`config.mk`:
```
export PLATFORM = sky130hd
export DESIGN_NAME = fetch_unit
export DESIGN_NICKNAME = d
export VERILOG_FILES = /design/src/rtl/fetch_unit.sv
export SDC_FILE = /design/constraint.sdc
export NUM_CORES = 1
export LEC_CHECK = 0
export BUFFER_PORTS_ARGS = -buffer_cell sky130_fd_sc_hd__buf_2
export CORE_ASPECT_RATIO = 1.25
export CORE_MARGIN = 2
export CORE_UTILIZATION = 53
export CTS_CLUSTER_DIAMETER = 200
export DETAILED_ROUTE_END_ITERATION = 12
export HOLD_SLACK_MARGIN = 0.02
export PLACE_DENSITY = 0.91
export RECOVER_POWER = 50
export SLEW_MARGIN = 20
export SYNTH_ARGS = -nofsm -noshare
export SYNTH_HDL_FRONTEND = slang
export SYNTH_SLANG_ARGS = --single-unit
```
`constraint.sdc`:
```
create_clock -name clk -period 4 [get_ports clk]
set_clock_uncertainty 0.05 [all_clocks]
set_input_delay 0.4 -clock clk [delete_from_list [all_inputs] [get_ports clk]]
set_output_delay 0.4 -clock clk [all_outputs]
set_load 0.01 [all_outputs]
```
`src/rtl/fetch_unit.sv`:
```
// Instruction-fetch stage: owns the PC, drives a 1-cycle-latency imem,
// and feeds IF/ID through a one-entry skid buffer on stall.
module fetch_unit #(
  parameter int               PC_W     = 8,
  parameter int               INSTR_W  = 32,
  parameter int               PC_STEP  = 4,
  parameter logic [PC_W-1:0]  RESET_PC = '0
) (
  input  logic               clk,
  input  logic               rst,
  input  logic               stall_i,
  input  logic               branch_taken_i,
  input  logic [PC_W-1:0]    branch_target_i,
  output logic [PC_W-1:0]    imem_addr,
  output logic               imem_rd_en,
  input  logic [INSTR_W-1:0] imem_rdata,
  output logic [INSTR_W-1:0] ifid_instr,
  output logic [PC_W-1:0]    ifid_pc4,
  output logic               ifid_valid
);

  typedef enum logic {
    RUN  = 1'b0,
    SKID = 1'b1
  } state_t;

  state_t              state_q;
  logic [PC_W-1:0]     pc_q;
  logic [PC_W-1:0]     req_pc_q;
  logic                req_valid_q;
  logic [INSTR_W-1:0]  skid_instr_q;
  logic [PC_W-1:0]     skid_pc4_q;
  logic [INSTR_W-1:0]  ifid_instr_q;
  logic [PC_W-1:0]     ifid_pc4_q;
  logic                ifid_valid_q;

  logic [PC_W-1:0]     pc_d;
  logic [PC_W-1:0]     req_pc4_d;
  logic [PC_W-1:0]     tgt_d;
  logic                unused_tgt;

  assign pc_d       = pc_q + PC_W'(PC_STEP);
  assign req_pc4_d  = req_pc_q + PC_W'(PC_STEP);
  assign tgt_d      = {branch_target_i[PC_W-1:2], 2'b00};
  assign unused_tgt = ^branch_target_i[1:0];

  assign imem_addr  = pc_q;
  assign imem_rd_en = !rst && !stall_i && !branch_taken_i &&
                      (state_q == RUN || state_q == SKID);

  assign ifid_instr = ifid_instr_q;
  assign ifid_pc4   = ifid_pc4_q;
  assign ifid_valid = ifid_valid_q;

  always_ff @(posedge clk or posedge rst) begin
    if (rst) begin
      state_q      <= RUN;
      pc_q         <= RESET_PC;
      req_pc_q     <= '0;
      req_valid_q  <= 1'b0;
      skid_instr_q <= '0;
      skid_pc4_q   <= '0;
      ifid_instr_q <= '0;
      ifid_pc4_q   <= '0;
      ifid_valid_q <= 1'b0;
    end else if (branch_taken_i) begin
      // The response to last cycle's request is wrong-path; drop it.
      state_q      <= RUN;
      pc_q         <= tgt_d;
      req_valid_q  <= 1'b0;
      skid_instr_q <= '0;
      skid_pc4_q   <= '0;
      ifid_valid_q <= 1'b0;
    end else if (state_q == RUN) begin
      if (!stall_i) begin
        pc_q         <= pc_d;
        req_pc_q     <= pc_q;
        req_valid_q  <= 1'b1;
        ifid_valid_q <= req_valid_q;
        if (req_valid_q) begin
          ifid_instr_q <= imem_rdata;
          ifid_pc4_q   <= req_pc4_d;
        end
      end else if (req_valid_q) begin
        // Response lands while decode is stalled; park it.
        skid_instr_q <= imem_rdata;
        skid_pc4_q   <= req_pc4_d;
        req_valid_q  <= 1'b0;
        state_q      <= SKID;
      end
    end else if (!stall_i) begin
      ifid_instr_q <= skid_instr_q;
      ifid_pc4_q   <= skid_pc4_q;
      ifid_valid_q <= 1'b1;
      pc_q         <= pc_d;
      req_pc_q     <= pc_q;
      req_valid_q  <= 1'b1;
      state_q      <= RUN;
    end
  end

endmodule

```
==> results.py <==
metrics = {
    "status": {
        "status": "complete, but fails checks",
        "violations": "max-capacitance violations, max-slew violations",
    },
    "sta": {
        "slew_headroom_pct": -51.9,
        "tightestPinTransition_ns": 2.27,
        "post-route-min-period_ns": 2.48,
        "finalMaxSlewViolations": 55,
        "hold_viol": 0,
        "setup_viol": 0,
        "fmax_mhz": 404,
        "rsz0062_at_grt": "false",
        "tns_ns": 0,
        "period_share_pct": 61.9,
    },
    "routing": {
        "wl_mm": 8.07,
        "vias": 2807,
        "viasPerCell": 5.46,
        "drtIter0Drc": 142,
        "ant_nets": 0,
        "drtPass1Iterations": 4,
        "wl_per_cell_um": 15.7,
        "route.detailed.drc": 0,
    },
    "global_routing": {
        "grt_pass1_vias": 2741,
        "grt_usage_pct": 20.5,
        "grt_pass1_wl_mm": 13.1,
        "antenna_found_initial": 0,
        "grt_max_degree": 55,
        "grt_overflow_total": 0,
    },
    "critical_path": {
        "cp-startpoint": "rst",
        "worst_ep_required_time_ns": 4.29,
        "r2r_start": "state_q",
        "critPathMaxFanout": 54,
        "crit_chain": "clkbuf_1, clkinvlp_2, clkbuf_2",
        "crit_buf_inv": 3,
        "endpoint_kind": "asynchronous set/reset pin",
        "r2r_setup_slack_ns": 1.55,
        "reg2reg_depth": 4,
        "max_stage_delay_ns": 1.29,
        "arrival_ns": 2.76,
        "critical-path-top-delay-family": "buffers and inverters",
        "critPathSlowestCell": "clkinvlp_2",
        "worstReg2RegEnd": "ifid_instr[24]",
        "path_class": "in -> async",
        "crit_path_start_kind": "input port",
    },
    "yosys": {
        "yosysSeqAreaShare_pct": 57.5,
        "ys_types": 36,
        "synth_area_mm2": 0.00404,
        "synth_seq_cells": 93,
        "syn-mean-instance-area_um2": 11.9,
        "syn_inst": 340,
        "ys_warn_count": 0,
    },
    "worst_hold_path": {
        "hp-start": "branch_target_i[7]",
        "hold_end": "imem_addr[7]",
        "hold_class": "in -> reg",
        "min_path_cells": 3,
    },
    "pwr": {
        "power_density_mw_per_mm2": 479,
        "p_int_mw": 1.54,
        "p_leak_nw": 2.07,
        "power.switching_mw": 0.632,
        "power_frac_seq_pct": 52.7,
        "swShare_pct": 29.1,
        "pwr-share-comb_pct": 17.4,
        "peakVddDrop_mv": 0.210,
        "clockPowerShare_pct": 29.9,
    },
    "clock_network": {
        "cts_buffers": 9,
        "path_clk_slew_ns": 0.09,
        "clock_sinks": 93,
        "clockBufferDepth": 2,
        "htreeDepth": 3,
        "cts_tree": "yes",
        "root_buffer": "clkbuf_8",
        "clk-insertion-delay-late_ns": 0.35,
        "cts_resized": 0,
        "post_cts_hold_buffer_count": 0,
        "post_cts_buffers": 0,
    },
    "finish": {
        "drive_above_1_share_pct": 16.8,
        "multiInputGateArea_mm2": 0.00147,
        "synthToLayoutAreaGrowth_pct": 12.2,
        "antenna_cells": 0,
        "fillers": 628,
        "seq_area_mm2": 0.00233,
        "final_cells": 514,
        "finalNetCount": 463,
    },
    "die": {
        "die_h_um": 102,
        "core_mm2": 0.00740,
        "pin_count": 94,
        "start_util_pct": 54.6,
        "rows": 35,
        "die-area_mm2": 0.00835,
        "die_w_um": 82.1,
    },
    "placement": {
        "dp_hpwl_mm": 5.27,
        "numPortBuffers": 89,
        "dp_cells": 498,
        "gp_congestion": 0.740,
    },
    "flow_run": {
        "maxCapViolations": 1,
    },
}
==> cell usage after synthesis, drive strengths merged <==
master	n	share of area [%]
dfrtp	93	58
nand2	56	5.2
o21ai	48	6.0
mux2i	34	8.4
a22o	33	7.1
buf	21	5.6
clkbuf	6	0.56
mux2	6	1.7
xor2	6	1.3
a21oi	4	0.59
nand3	4	0.50
nor2	4	0.56
nor2b	4	0.99
nor3	3	0.37
and2	2	0.37
ha	2	0.62
nand2b	2	0.31
o211ai	2	0.37
xnor2	2	0.43
a32o	1	0.25
and3b	1	0.22
conb	1	0.093
inv	1	0.093
nand4	1	0.15
nand4b	1	0.22
o21a	1	0.19
o31ai	1	0.19
==> stage by stage <==
step	setup slack, ns	area, um2	power [mW]	hold slack (ns)	utilization, %
2_1_floorplan	1.13	4050	1.40	0.387	-
3_3_place_gp	1.80	4400	1.55	0.404	59.4
3_5_place_dp	1.77	4400	1.57	0.403	59.4
4_1_cts	1.77	4610	2.23	0.193	62.3
5_1_grt	1.00	4540	2.30	0.207	61.3
6_report	1.52	4540	2.17	0.203	61.3
==> how the worst max path moves through the flow <==
stage / cells past startpoint / endpoint / slack, ns
floorplan: 1 / ifid_instr[0] / 1.13
global placement: 4 / ifid_pc4[5] / 1.80
detailed placement: 4 / ifid_instr[24] / 1.77
CTS: 4 / ifid_instr[24] / 1.77
global route: 3 / skid_instr_q[17] / 1.00
finish: 3 / ifid_instr[17] / 1.52
==> worst reg2reg max path: cells and delay by family (launching register included) <==
| kind | cells | cell delay, ns |
|---|---|---|
| compound gates | 2 | 0.95 |
| flops | 1 | 0.76 |
| simple gates | 1 | 0.13 |
| buf+inv | 1 | 0.49 |
==> cell families after synthesis <==
family	Yosys count	share of synthesized area (%)
buffers and inverters	28	6.28
muxes	40	10.1
adders and majority gates	2	0.619
xor gates and xnor gates	8	1.73
other	1	0.0927
DFF	93	57.5
AOI/OAI and AO/OA	90	14.8
and+or+nand+nor	78	8.88
==> state kept, by name (all words and copies together) (netlist names) <==
signal and flops:
ifid_instr 32, skid_instr_q 32, ifid_pc4 7, skid_pc4_q 7, imem_addr 6, req_pc_q 6, ifid_valid 1, req_valid_q 1
state_q 1
==> power groups by stage <==
stage	clock, mW	combinational, mW	sequential (mW)
6_report	0.649	0.379	1.15
5_1_grt	0.710	0.431	1.16
4_1_cts	0.670	0.414	1.14
3_5_place_dp	0	0.412	1.16
3_3_place_gp	0	0.396	1.15
2_1_floorplan	0	0.207	1.20
==> routing by layer <==
| layer | routed length (um) | track usage [%] | up-vias | part of all wire, % |
|---|---|---|---|---|
| li1 | - | - | 1338 | - |
| met1 | 3570 | 27.3 | 1378 | 44 |
| met2 | 4040 | 33.1 | 82 | 50 |
| met3 | 355 | 3.39 | 9 | 4.4 |
| met4 | 108 | 8.46 | 0 | 1.3 |
| met5 | 0 | 0 | - | 0 |
==> cells in the final DEF (no fill, tap or decap), types with 3 or more instances in the layout <==
cell type / instances
o21ai_1: 41
clkbuf_8: 11
nor3_1: 3
dfrtp_1: 93
mux2_2: 6
nand3_1: 4
o21ai_0: 6
nor2_1: 4
clkbuf_1: 49
nand2_1: 56
buf_2: 41
a21oi_1: 3
a22o_1: 33
mux2i_1: 34
xor2_1: 6
==> area by class of cell <==
class	instances	share of cell area [%]
Clock buffer	12	3.42
Clock inverter	4	1.21
Inverter	1	0.110
Multi-Input combinational cell	220	32.5
Sequential cell	93	51.3
Tap cell	92	2.54
Timing Repair Buffer	92	8.94
(Power assumes the default switching activity.)
